===== config.mk =====
export PLATFORM = sky130hd
export DESIGN_NAME = uart_rx_engine
export DESIGN_NICKNAME = d
export VERILOG_FILES = /design/src/rtl/uart_rx_engine_pkg.sv /design/src/rtl/uart_rx_sync.sv /design/src/rtl/uart_rx_engine.sv
export SDC_FILE = /design/constraint.sdc
export NUM_CORES = 1
export LEC_CHECK = 0
export BUFFER_PORTS_ARGS = -buffer_cell sky130_fd_sc_hd__clkbuf_2
export CORE_MARGIN = 2
export CORE_UTILIZATION = 28
export DETAILED_ROUTE_END_ITERATION = 8
export PLACE_DENSITY = 0.47
export SLEW_MARGIN = 20
export SYNTH_ARGS = -nofsm -noshare
export SYNTH_HDL_FRONTEND = slang
export SYNTH_SLANG_ARGS = --single-unit

===== constraint.sdc =====
create_clock -name clk -period 4.5 [get_ports clk]
set_clock_uncertainty 0.05 [all_clocks]
set_input_delay 0.9 -clock clk [delete_from_list [all_inputs] [get_ports clk]]
set_output_delay 0.9 -clock clk [all_outputs]
set_load 0.005 [all_outputs]

===== src/rtl/uart_rx_engine_pkg.sv =====
// rtl/uart_rx_engine_pkg.sv - shared UART receive constants, FSM state encodings and parity helper
package uart_rx_engine_pkg;

    localparam int UART_DATA_BITS            = 8;
    localparam int UART_CLKS_PER_BIT_DEFAULT = 868;

    typedef logic [2:0] rx_state_t;

    localparam logic [2:0] ST_IDLE      = 3'd0;
    localparam logic [2:0] ST_START     = 3'd1;
    localparam logic [2:0] ST_DATA      = 3'd2;
    localparam logic [2:0] ST_PARITY    = 3'd3;
    localparam logic [2:0] ST_STOP      = 3'd4;
    localparam logic [2:0] ST_WAIT_IDLE = 3'd5;

    // Parity bit a transmitter would send for this byte (odd=1 selects odd sense)
    function automatic logic parity_of(input logic [UART_DATA_BITS-1:0] data, input logic odd);
        return (^data) ^ odd;
    endfunction

endpackage


===== src/rtl/uart_rx_sync.sv =====
// rtl/uart_rx_sync.sv - two-flop synchronizer for asynchronous inputs, resets to a chosen level
module uart_rx_sync #(
    parameter logic RESET_VAL = 1'b1
) (
    input  logic clk,
    input  logic reset,
    input  logic d,
    output logic q
);

    logic meta;

    // Two-stage capture; both stages reset to the idle level so no false edge leaves reset
    always_ff @(posedge clk or negedge reset) begin
        if (!reset) begin
            meta <= RESET_VAL;
            q    <= RESET_VAL;
        end else begin
            meta <= d;
            q    <= meta;
        end
    end

endmodule


===== src/rtl/uart_rx_engine.sv =====
// rtl/uart_rx_engine.sv - UART 8N1 receive engine with valid/ready output; UART_RX_PARITY_EN adds a parity bit
module uart_rx_engine
    import uart_rx_engine_pkg::*;
#(
    parameter int CLKS_PER_BIT = UART_CLKS_PER_BIT_DEFAULT,
    parameter int ODD_PARITY   = 0
) (
    input  logic                      clk,
    input  logic                      reset,
    input  logic                      rxd,
    input  logic                      rx_enable,
    output logic [UART_DATA_BITS-1:0] rx_data,
    output logic                      rx_valid,
    input  logic                      rx_ready,
    output logic                      frame_err,
    output logic                      parity_err,
    output logic                      overrun,
    output logic                      busy
);

    localparam int             PW    = $clog2(CLKS_PER_BIT);
    localparam logic [PW-1:0]  HALF  = PW'(CLKS_PER_BIT / 2);
    localparam logic [PW-1:0]  LAST  = PW'(CLKS_PER_BIT - 1);
    localparam logic [2:0]     LAST_BIT = 3'(UART_DATA_BITS - 1);

`ifdef UART_RX_PARITY_EN
    localparam rx_state_t ST_AFTER_DATA = ST_PARITY;
`else
    localparam rx_state_t ST_AFTER_DATA = ST_STOP;
`endif

    if (CLKS_PER_BIT < 8 || ODD_PARITY < 0 || ODD_PARITY > 1) begin : g_bad_config
        $error("uart_rx_engine: CLKS_PER_BIT must be >= 8 and ODD_PARITY must be 0 or 1");
    end

    rx_state_t                 state;
    logic [PW-1:0]             phase;
    logic [2:0]                bit_idx;
    logic [UART_DATA_BITS-1:0] shift;
    logic                      rxd_s;
    logic                      mid_bit;
    logic                      stop_sample;
    logic                      deliver;
    logic                      frame_bad;
    logic                      par_bad;

    uart_rx_sync #(
        .RESET_VAL (1'b1)
    ) u_rxd_sync (
        .clk   (clk),
        .reset (reset),
        .d     (rxd),
        .q     (rxd_s)
    );

    assign mid_bit     = (phase == LAST);
    assign stop_sample = rx_enable && (state == ST_STOP) && mid_bit;
    assign deliver     = stop_sample && rxd_s;
    assign frame_bad   = stop_sample && !rxd_s;
    assign busy        = (state != ST_IDLE);

`ifdef UART_RX_PARITY_EN
    assign par_bad = rx_enable && (state == ST_PARITY) && mid_bit
                     && (rxd_s != parity_of(shift, ODD_PARITY[0]));
`else
    assign par_bad = 1'b0;
`endif

    // Frame recovery: start qualification, mid-bit data sampling, stop check, line-low hold-off
    always_ff @(posedge clk or negedge reset) begin
        if (!reset) begin
            state   <= ST_IDLE;
            phase   <= '0;
            bit_idx <= '0;
            shift   <= '0;
        end else if (!rx_enable) begin
            state <= ST_IDLE;
            phase <= '0;
        end else begin
            case (state)
                ST_IDLE: begin
                    if (!rxd_s) begin
                        state <= ST_START;
                        phase <= '0;
                    end
                end
                ST_START: begin
                    if (phase == HALF) begin
                        phase   <= '0;
                        bit_idx <= '0;
                        state   <= rxd_s ? ST_IDLE : ST_DATA;
                    end else begin
                        phase <= phase + 1'b1;
                    end
                end
                ST_DATA: begin
                    if (mid_bit) begin
                        phase   <= '0;
                        shift   <= {rxd_s, shift[UART_DATA_BITS-1:1]};
                        bit_idx <= bit_idx + 1'b1;
                        if (bit_idx == LAST_BIT) begin
                            state <= ST_AFTER_DATA;
                        end
                    end else begin
                        phase <= phase + 1'b1;
                    end
                end
                ST_PARITY: begin
`ifdef UART_RX_PARITY_EN
                    if (mid_bit) begin
                        phase <= '0;
                        state <= ST_STOP;
                    end else begin
                        phase <= phase + 1'b1;
                    end
`else
                    state <= ST_IDLE;
`endif
                end
                ST_STOP: begin
                    if (mid_bit) begin
                        phase <= '0;
                        state <= rxd_s ? ST_IDLE : ST_WAIT_IDLE;
                    end else begin
                        phase <= phase + 1'b1;
                    end
                end
                ST_WAIT_IDLE: begin
                    if (rxd_s) begin
                        state <= ST_IDLE;
                    end
                end
                default: begin
                    state <= ST_IDLE;
                    phase <= '0;
                end
            endcase
        end
    end

    // Output holding register, handshake and one-cycle error pulses
    always_ff @(posedge clk or negedge reset) begin
        if (!reset) begin
            rx_data    <= '0;
            rx_valid   <= 1'b0;
            frame_err  <= 1'b0;
            parity_err <= 1'b0;
            overrun    <= 1'b0;
        end else begin
            frame_err  <= frame_bad;
            parity_err <= par_bad;
            overrun    <= 1'b0;
            if (deliver) begin
                if (!rx_valid || rx_ready) begin
                    rx_data  <= shift;
                    rx_valid <= 1'b1;
                end else begin
                    overrun <= 1'b1;
                end
            end else if (rx_valid && rx_ready) begin
                rx_valid <= 1'b0;
            end
        end
    end

endmodule


Word level (Yosys, flattened, before mapping) --
Index checks and enable logic that the tools add are counted.
Operators by class: add/sub/neg operators 2, multipliers 0, divide/modulo/power cells 0, order comparisons 0, equal/unequal tests 18, shift operators 0, multiplexer cells 23, bitwise gates (word level) 0, reductions and logical operators 20
Operators by type and width (number):
- 10-bit 2-to-1 mux | 4
- 10-bit case mux with 4 select lines | 1
- 3-bit 2-to-1 mux | 10
- 3-bit inequality test, second input constant | 5
- 3-bit case mux with 5 select lines | 1
- 10-bit by 1-bit adder with 10-bit output, second input constant | 1
- 10-bit equality test, second input constant | 1
- 10-bit by 9-bit equality test with 1-bit output, second input constant | 1
- 3-bit equality test, second input constant | 3
- 3-bit by 2-bit equality test with 1-bit output, second input constant | 2
- 2-bit inequality test, second input constant | 3
- 3-bit case mux with 2 select lines | 1
- 2-bit AND reduction | 3
- 6-bit AND reduction | 1
- 1-bit logical AND | 5
- 1-bit 2-to-1 mux | 5
- 4-bit AND reduction | 1
- 2-bit nonzero test | 2
- 2-bit OR reduction | 2
- 3-bit by 1-bit adder with 3-bit output, second input constant | 1
- 3-bit by 1-bit equality test with 1-bit output, second input constant | 1
- 3-bit zero test | 1
- 3-bit by 2-bit inequality test with 1-bit output, second input constant | 1
- 3-bit AND reduction | 1
- other kinds (5) | 6
Word-level totals: bits in registers 37, latch bits 0, bits in writable memories 0, memory bits (read-only) 0, logic and storage cells 73, memories kept 0

Longest topological paths before layout --
Gate-level depths: netlist (run 1).
depth in word-level cells 6, gate-level depth with buffers 7, depth with buffers taken out 7

Hierarchy --
From an unflattened synthesis (run 1), not the netlist that was laid out.
Unflattened totals: cells, all modules 160, area, all modules 1816.7 µm²
By module, submodules not included:
- uart_rx_engine | times used 1, cells an instance 158, area each 1764.2 µm², sequential area each 875.8 µm²
- uart_rx_sync | times used 1, cells an instance 2, area each 52.6 µm², sequential area each 52.6 µm²

Worst setup path after synthesis (run 1) --
No wires, ideal clock.
kind in2reg, start point input rx_enable, end point register shift[2], data arrival time 1.947 ns, data required time 4.325 ns, slack 2.379 ns, stages 5, path through nor2b_1 nand3b_1 nor2_1 buf_4 mux2_2
On the way: cells in the longest elaborated chain, start to end 1
Ends and longest elaborated chain:
- start: declaration | line uart_rx_engine.sv:11 | input logic rx_enable,
- 3-bit AND reduction (no line)
- end signal: assignment | line uart_rx_engine.sv:99 | shift <= {rxd_s, shift[UART_DATA_BITS-1:1]};
- end: declaration | line uart_rx_engine.sv:39 | logic [UART_DATA_BITS-1:0] shift;
Every way passes these cells. A chain may end at the register's enable or synchronous reset.

Worst setup path after layout (run 1) --
start point register phase[0], end point register shift[6]
On the way: cells in the longest elaborated chain, start to end 2
Ends and longest elaborated chain:
- start: declaration | line uart_rx_engine.sv:37 | logic [PW-1:0] phase;
- start signal: assignment | line uart_rx_engine.sv:93 | phase <= phase + 1'b1;
- start signal: assignment | line uart_rx_engine.sv:105 | phase <= phase + 1'b1;
- start signal: assignment | line uart_rx_engine.sv:125 | phase <= phase + 1'b1;
- 10-bit equality test | line uart_rx_engine.sv:56 | assign mid_bit = (phase == LAST);
- 3-bit AND reduction (no line)
Every way passes these cells.

==> metrics.yaml, run 1 <==
timing:
  tns_ns: 0
  hold_viol_final: 0
  max_slew_margin: 0.382
  rsz0062_at_grt: "no"
  worst_pin_slew_ns: 0.924
  layout_worst_path_cycle_share: 0.576
  fmax_mhz: 386
  period_needed_ns: 2.59
  final_max_slew_viol_count: 0
  setup_viol: 0
clock_network:
  cts_tree: "yes"
  ctsResizeCount: 0
  post_cts.repair.setup_buffers: 0
  cts_made_buffers: 5
  clk_pin_slew_ns: 0.08
  clock-sinks: 37
  h-tree-depth: 2
  ctsRootBufferMaster: "clkbuf_8"
  cts_buffer_depth: 2
  worst_skew_pair.late_latency_ns: 0.29
  holdBufCountCts: 0
synth:
  netlist_instances: 155
  synth_nets: 164
  yosys.area.top_type: "dfrtp_1"
  synth.most_common_cell: "dfrtp_1"
  ys.flop_type: "dfrtp_1"
  synthArstFlopShare: 1.00
  netlist.area_leader.share: 0.507
  synth.distinct_cells: 37
  yosys-top-cells-area: "dfrtp_1 (51%), mux2_2 (10%), o21ai_0 (3.2%), dfstp_2 (3.0%), nand2_1 (3.0%)"
  synth_common_cells: "dfrtp_1 (35), mux2_2 (16), nand2_1 (14)"
  ys_ff_latch: 37
  ys_warn_count: 0
  syn_area_mm2: 0.00173
  synth-edff-count: 0
  avgSynthCellArea_um2: 11.1
  seq_area_frac_synth: 0.537
worst_hold_path:
  holdCritPathClass: "register to register"
global_route:
  grt_pass1_wl_mm: 5.55
  globalRoute.totalOverflow: 0
  grt_util_all_layers: 0.110
  grt_antenna_before_repair: 0
  grt_pass1_vias: 1209
  grt_max_degree: 38
power:
  power.density_mw_per_mm2: 344
  ir_worst_vdd_uv: 135
  p_leak_nw: 0.920
run:
  drv_cap: 0
drt:
  vias: 1223
  drc_errors: 0
  antenna_left: 0
  wirelength_mm: 3.37
  via_per_inst: 4.91
  drt-initial-drc-count: 56
  post_drt_wl_per_cell_um: 13.5
  first_pass_iters: 4
placed_design:
  routabilityCongestion: 0.812
  dp_hpwl_mm: 2.37
  place.port_buffers: 16
  place_area_mm2: 0.00187
die:
  die-area_mm2: 0.00682
  fp-row-count: 28
  io_pins: 18
  initial_core_util: 0.290
  die_w_um: 82.6
  die_h_um: 82.6
  core_area_mm2: 0.00596
finish:
  area_growth_pct: 14.8
  final_area_mm2: 0.00198
  diodes: 0
  final_nets: 182
  drive_above_1_share: 0.264
  n_fill_cell: 601
setup_path:
  cpPeakStageDelay_ns: 0.74
  arrival_ns: 2.71
  crit_chain: "ha_1, nand2_1, or4_4, nor2_1, mux2_2"
  required_ns: 4.62
  critPathCaptureType: "register"
  crit_type: "register to register"
  critPathLaunchType: "register"
  critical_path.slowest_cell: "nor2_1"
  cp_max_fo: 13
status:
  status: "completed"
sequential cells by signal, indices dropped and copies added (netlist names):
register and flops:
frame_err 1, state 3, rx_valid 1, u_rxd_sync.q 1
overrun 1, phase 10, bit_idx 3, rx_data 8
shift 8, u_rxd_sync.meta 1
worst max-delay path: cells and delay by family, from the launching register on:
family                     cells  cell delay, ns
muxes                          1            0.42
DFF                            1            0.41
and+or+nand+nor                3            1.37
adders and majority gates      1            0.23
report_power, final:
group | internal, mW | switching [mW]
Clock | 0.166 | 0.117
Sequential | 0.342 | 0.0113
Combinational | 0.0156 | 0.0295
cell families after synthesis:
family,synth area share
mux,0.110
simple gates,0.180
fa+ha+maj,0.0290
flops,0.537
buf+inv,0.0319
compound gates,0.0891
xor+xnor,0.0203
other cells,0.00217
metrics by stage:
| stage | total power, mW | setup slack, ns | hold slack (ns) | cells | util |
|---|---|---|---|---|---|
| 3_3_place_gp | 0.402 | 1.79 | 0.297 | 241 | 0.314 |
| 2_1_floorplan | 0.386 | 2.38 | 0.295 | 155 | - |
| 5_1_grt | 0.718 | 1.71 | 0.313 | 249 | 0.333 |
| 6_report | 0.682 | 1.91 | 0.308 | 249 | 0.333 |
| 3_5_place_dp | 0.406 | 1.73 | 0.298 | 241 | 0.314 |
| 4_1_cts | 0.694 | 1.85 | 0.310 | 249 | 0.333 |
placed cells by master (no fill, tap or decap), drive strengths merged:
cell type,count
mux2,16
clkinv,1
or4,1
xor2,4
a21oi,4
o221ai,2
and2,1
nand4,3
nor2b,2
dfrtp,35
o31ai,1
mux2i,1
inv,7
nor3,3
o21ai,11
nand3b,1
a32oi,1
a32o,2
o221a,1
nand2,14
nor3b,2
nand2b,2
or3,2
nor4,2
nand3,6
dfstp,2
and4bb,1
and3,4
bufinv,1
conb,1
clkbuf,22
nand4bb,1
o211ai,1
ha,4
nor2,12
final timing paths:
check / to / slack, ns / cells past startpoint / from
worst max-delay path: shift[6] / 1.91 / 5 / phase[0]
worst min-delay path: u_rxd_sync.q / 0.31 / 0 / u_rxd_sync.meta
worst max register to register: shift[6] / 1.91 / 5 / phase[0]
worst min register to register: u_rxd_sync.q / 0.31 / 0 / u_rxd_sync.meta
max in group asynchronous: state[1] / 3.15 / 1 / reset
min in group asynchronous: phase[8] / 0.68 / 1 / reset
cell type report:
type,instances,area [µm²],share of cell area
clock buffer,6,72.6,0.0366
clock inverter,2,38.8,0.0195
inverter,7,26.3,0.0132
multi-input combinational,106,744,0.375
sequential,37,928,0.468
tap,75,93.8,0.0473
timing repair buffer,16,80.1,0.0404
layer usage:
layer,vias up,wire length (µm),GRT usage
met5,-,0,0
met4,0,59,0.0525
met3,6,145,0.0326
met2,28,1660,0.187
met1,604,1500,0.127
li1,585,-,-
Power figures use the tool's default switching activity.
==> run 2: changes to the inputs <==
--- a/config.mk
+++ b/config.mk
@@ -9,7 +9,7 @@
 export CORE_MARGIN = 2
 export CORE_UTILIZATION = 28
 export DETAILED_ROUTE_END_ITERATION = 8
-export PLACE_DENSITY = 0.47
+export PLACE_DENSITY = 0.48
 export SLEW_MARGIN = 20
 export SYNTH_ARGS = -nofsm -noshare
 export SYNTH_HDL_FRONTEND = slang
==> constraint.sdc (replaced) <==
create_clock -name clk -period 2.3 [get_ports clk]
set_clock_uncertainty 0.05 [all_clocks]
set_input_delay 0.46 -clock clk [delete_from_list [all_inputs] [get_ports clk]]
set_output_delay 0.46 -clock clk [all_outputs]
set_load 0.005 [all_outputs]
==> metrics.yaml, run 2 (synthesized netlist as in run 1, its figures left out) <==
setup_path:
  cpPeakStageDelay_ns: 0.53  # -0.21 ns
  critical_path.slowest_cell: "or4_4"
  r2r-end: "rx_data[4]"
  cp_max_fo: 8  # -5
  critPathLaunch: "phase[0]"
  rrSetupSlack_ns: 0.12  # -1.78 ns
  crit_type: "register to register"
  critPathCaptureType: "register"
  crit_path_end: "rx_data[4]"
  crit_chain: "ha_1, nand2_1, or4_4, nor3b_4, buf_12, mux2_2"
  ff2ff_path_depth: 6  # +1
  critPathLaunchType: "register"
  required_ns: 2.43  # -2.19 ns
  arrival_ns: 2.31  # -0.40 ns
  r2r-start: "phase[0]"
drt:
  drc_errors: 0  # unchanged
  post_drt_wl_per_cell_um: 13.7  # +0.99%
  first_pass_iters: 4  # unchanged
  via_per_inst: 4.88  # -0.75%
  vias: 1248  # +2.0%
  drt-initial-drc-count: 40  # -29%
  wirelength_mm: 3.50  # +3.8%
  antenna_left: 0  # unchanged
finish:
  diodes: 0  # unchanged
  drive_above_1_share: 0.298  # +0.0340
  area_growth_pct: 17.4
  max_flop_register: "phase"
  final_area_mm2: 0.00203  # +2.2%
  final_nets: 189  # +3.8%
  post-route-util: 0.341  # +0.00735
  regArea_um2: 928  # unchanged
  n_fill_cell: 618  # +2.8%
  final_cell_mix: "dfrtp_1 (35), mux2_2 (16), clkbuf_2 (16), nand2_1 (14), nor2_1 (12)"
  layout_commonest_cell: "dfrtp_1"
  largest_registers: "phase: 10 flops, rx_data: 8 flops, shift: 8 flops"
  multi_input_area_um2: 744  # unchanged
  largest_reg_flops: 10  # unchanged
worst_hold_path:
  holdCritPathClass: "primary input to async pin"
status:
  status: "completed"
power:
  p_leak_nw: 0.948  # +3.1%
  ir_worst_vdd_uv: 337  # +150%
  p_total_mw: 1.26  # +84%
  power.density_mw_per_mm2: 619  # +80%
clock_network:
  h-tree-depth: 2  # unchanged
  ctsRootBufferMaster: "clkbuf_8"
  worst_skew_pair.late_latency_ns: 0.30  # about the same
  cts_buffer_depth: 2  # unchanged
  clk_pin_slew_ns: 0.08  # about the same
  holdBufCountCts: 0  # unchanged
  clock-sinks: 37  # unchanged
  cts_tree: "yes"
  post_cts.repair.setup_buffers: 0  # unchanged
  ctsResizeCount: 0  # unchanged
  cts_made_buffers: 5  # unchanged
global_route:
  grt_pass1_vias: 1294  # +7.0%
  grt_pass1_wl_mm: 6.13  # +10%
  globalRoute.totalOverflow: 0  # unchanged
  grt_util_all_layers: 0.122  # +0.0121
  grt_max_degree: 24  # -37%
  grt_antenna_before_repair: 0  # unchanged
timing:
  fmax_mhz: 460  # +19%
  rsz0062_at_grt: "no"
  period_needed_ns: 2.18  # -0.415 ns
  hold_viol_final: 0  # unchanged
  setup_ws_ns: 0.125  # -1.78 ns
  layout_worst_path_cycle_share: 0.946  # +0.370
  final_max_slew_viol_count: 0  # unchanged
  setup_viol: 0  # unchanged
  tns_ns: 0  # unchanged
die:
  core_area_mm2: 0.00596  # unchanged
  fp-row-count: 28  # unchanged
  die_h_um: 82.6  # unchanged
  io_pins: 18  # unchanged
  initial_core_util: 0.290  # unchanged
  die_w_um: 82.6  # unchanged
  die-area_mm2: 0.00682  # unchanged
placed_design:
  routabilityCongestion: 0.792  # -2.5%
  place_area_mm2: 0.00194  # +3.5%
  dp_hpwl_mm: 2.54  # +7.1%
  place.port_buffers: 16  # unchanged
  place_ws_ns: 0.131  # -1.60 ns
run:
  drv_cap: 0  # unchanged
==> run 2: report_power, final <==
part | total [mW] | leakage [nW] | internal, mW | switching, mW
clock network | 0.470 | 0.0445 | 0.215 | 0.255
registers | 0.690 | 0.508 | 0.668 | 0.0222
logic | 0.0961 | 0.396 | 0.0355 | 0.0606
==> run 2: worst min-delay path by stage <==
| stage | cells after the start | to | start | slack [ns] |
|---|---|---|---|---|
| floorplan | 0 | bit_idx[0] | reset | 0.11 |
| global placement | 0 | u_rxd_sync.q | u_rxd_sync.meta | 0.30 |
| detailed placement | 0 | u_rxd_sync.q | u_rxd_sync.meta | 0.30 |
| CTS | 1 | phase[8] | reset | 0.01 |
| global route | 1 | phase[8] | reset | 0.03 |
| finish | 1 | phase[8] | reset | 0.01 |
==> run 2: routing by layer <==
| metal | up-vias | share of wire | routed length, µm | track usage |
|---|---|---|---|---|
| met3 | 8 | 0.041 | 145 | 0.0348 |
| met2 | 24 | 0.48 | 1690 | 0.196 |
| met4 | 0 | 0.022 | 76 | 0.0590 |
| met1 | 615 | 0.45 | 1580 | 0.151 |
| met5 | - | 0 | 0 | 0 |
| li1 | 601 | - | - | - |
==> run 2: stage by stage <==
step / hold slack [ns] / instances
after floorplan: 0.114 / 155
after global placement: 0.295 / 248
after detailed placement: 0.298 / 248
after CTS: 0.00950 / 256
after global routing: 0.0268 / 256
final: 0.00955 / 256
==> run 2: worst max-delay path, delay by kind of cell (launching register included) <==
kind,cells,cell delay (ns)
fa+ha+maj,1,0.24
buf+inv,1,0.15
flops,1,0.42
mux,1,0.33
simple gates,3,0.87
==> run 2: area by class of cell <==
| type | count | share of cell area |
|---|---|---|
| Inverter | 7 | 0.0130 |
| Multi-Input combinational cell | 106 | 0.367 |
| Tap cell | 75 | 0.0463 |
| Timing Repair Buffer | 23 | 0.0716 |
| Clock inverter | 3 | 0.0105 |
| Clock buffer | 5 | 0.0339 |
| Sequential cell | 37 | 0.458 |
==> run 3: changes to the inputs <==
==> constraint.sdc (replaced) <==
create_clock -name clk -period 1.9 [get_ports clk]
set_clock_uncertainty 0.05 [all_clocks]
set_input_delay 0.38 -clock clk [delete_from_list [all_inputs] [get_ports clk]]
set_output_delay 0.38 -clock clk [all_outputs]
set_load 0.005 [all_outputs]
==> metrics.yaml, run 3 (synthesized netlist as in run 1, its figures left out) <==
timing:
  period_needed_ns: 2.05  # -0.123 ns
  setup_viol: 27  # +27
  fmax_mhz: 487  # +6.0%
  tns_ns: -2.09  # -2.09 ns
  final_max_slew_viol_count: 0  # unchanged
  rsz0062_at_grt: "yes"
  layout_worst_path_cycle_share: 1.08  # +0.134
  hold_viol_final: 0  # unchanged
  setup_ws_ns: -0.152  # -0.277 ns
global_route:
  grt_util_all_layers: 0.135  # +0.0122
  grt_antenna_before_repair: 0  # unchanged
  grt_pass1_wl_mm: 6.77  # +10%
  grt_max_degree: 21  # -13%
  grt_pass1_vias: 1378  # +6.5%
  globalRoute.totalOverflow: 0  # unchanged
drt:
  post_drt_wl_per_cell_um: 14.1  # +3.5%
  antenna_left: 0  # unchanged
  drc_errors: 0  # unchanged
  drt-initial-drc-count: 58  # +45%
  vias: 1356  # +8.7%
  via_per_inst: 4.77  # -2.1%
  first_pass_iters: 4  # unchanged
  wirelength_mm: 4.02  # +15%
power:
  ir_worst_vdd_uv: 389  # +15%
  power.density_mw_per_mm2: 734  # +18%
  p_leak_nw: 1.12  # +18%
  p_total_mw: 1.73  # +38%
placed_design:
  place.port_buffers: 16  # unchanged
  dp_hpwl_mm: 2.95  # +16%
  routabilityCongestion: 0.783  # -1.1%
  place_area_mm2: 0.00213  # +9.8%
die:
  die_h_um: 82.6  # unchanged
  io_pins: 18  # unchanged
  core_area_mm2: 0.00596  # unchanged
  die-area_mm2: 0.00682  # unchanged
  fp-row-count: 28  # unchanged
  initial_core_util: 0.290  # unchanged
  die_w_um: 82.6  # unchanged
setup_path:
  crit_type: "register to register"
  ff2ff_path_depth: 6  # unchanged
  rrSetupSlack_ns: -0.15  # -0.28 ns
  critPathLaunch: "phase[1]"
  cp_max_fo: 8  # unchanged
  r2r-start: "phase[1]"
  cpPeakStageDelay_ns: 0.53  # about the same
  critical_path.slowest_cell: "or4_4"
  crit_path_end: "rx_data[2]"
  critPathLaunchType: "register"
  r2r-end: "rx_data[2]"
  arrival_ns: 2.18  # -0.13 ns
  crit_chain: "ha_2, nand2_2, or4_4, nor3b_4, buf_12, mux2_2"
  critPathCaptureType: "register"
  required_ns: 2.03  # -0.40 ns
clock_network:
  cts_tree: "yes"
  cts_made_buffers: 5  # unchanged
  worst_skew_pair.late_latency_ns: 0.29  # about the same
  clk_pin_slew_ns: 0.08  # about the same
  h-tree-depth: 2  # unchanged
  clock-sinks: 37  # unchanged
  cts_buffer_depth: 2  # unchanged
  ctsRootBufferMaster: "clkbuf_8"
finish:
  final_area_mm2: 0.00236  # +16%
  post-route-util: 0.397  # +0.0561
  drive_above_1_share: 0.440  # +0.142
  largest_reg_flops: 10  # unchanged
  max_flop_register: "phase"
  final_cell_mix: "dfrtp_1 (35), buf_4 (29), clkbuf_2 (16), mux2_2 (14), nand2_1 (12)"
  final_nets: 217  # +15%
  area_growth_pct: 36.7
  largest_registers: "phase: 10 flops, rx_data: 8 flops, shift: 8 flops"
  diodes: 0  # unchanged
  layout_commonest_cell: "dfrtp_1"
worst_hold_path:
  holdCritPathClass: "primary input to register"
status:
  violations: "negative setup slack"
  status: "finished with violations"
run:
  drv_cap: 0  # unchanged
-- run 3: cell count changes in the layout (fill, tap and decap cells not counted), sizes merged --
cell,previous run,this run
inv,8,7
bufinv,0,1
clkinvlp,1,0
buf,7,34
clkbuf,21,22
dlygate4sd3,0,1
-- run 3: metal layers --
| layer | up-vias | track usage | wire length (µm) |
|---|---|---|---|
| met2 | 21 | 0.231 | 2080 |
| met5 | - | 0 | 0 |
| li1 | 658 | - | - |
| met1 | 669 | 0.164 | 1740 |
| met3 | 8 | 0.0326 | 115 |
| met4 | 0 | 0.0492 | 77 |
-- run 3: critical path: cells and delay by family (launching register included) --
family                   cells  cell delay [ns]
AND/OR/NAND/NOR              3             0.82
flip-flops                   1             0.38
adder cells (fa/ha/maj)      1             0.21
buffers and inverters        1             0.15
multiplexers                 1             0.33
-- run 3: timing repair --
| item | in CTS | in global routing |
|---|---|---|
| setup endpoints to repair | 20 | 35 |
| buffers inserted | 3 | 1 |
| resized for setup | 5 | 18 |
| hold endpoints to repair | 12 | 0 |
| pin swaps | 1 | 7 |
| hold buffers | 1 | 0 |
-- run 3: worst min-delay path by stage --
stage / from / endpoint / slack [ns] / cells after the start
global placement: reset / frame_err / 0.30 / 1
global route: rxd / u_rxd_sync.meta / 0.09 / 1
detailed placement: u_rxd_sync.meta / u_rxd_sync.q / 0.30 / 0
floorplan: reset / bit_idx[0] / 0.03 / 0
finish: rxd / u_rxd_sync.meta / 0.11 / 1
CTS: rxd / u_rxd_sync.meta / 0.1 / 1
-- run 3: stage by stage --
| stage | hold slack [ns] | setup WS (ns) | instances |
|---|---|---|---|
| 2_1_floorplan | 0.0344 | -0.127 | 155 |
| 6_report | 0.112 | -0.152 | 284 |
| 3_5_place_dp | 0.302 | -0.134 | 271 |
| 3_3_place_gp | 0.296 | -0.0826 | 271 |
| 5_1_grt | 0.0907 | -0.185 | 284 |
| 4_1_cts | 0.0962 | -0.134 | 283 |
-- run 3: area by class of cell --
type / count / area, µm²
fill: 611 / 3590
timing repair buffer: 51 / 382
clock buffer: 6 / 72.6
sequential: 37 / 928
multi-input combinational: 106 / 821
clock inverter: 2 / 38.8
tap: 75 / 93.8
inverter: 7 / 26.3
-- run 3: power by group --
group | switching (mW) | internal, mW
logic | 0.113 | 0.110
registers | 0.0141 | 0.809
clock network | 0.294 | 0.394
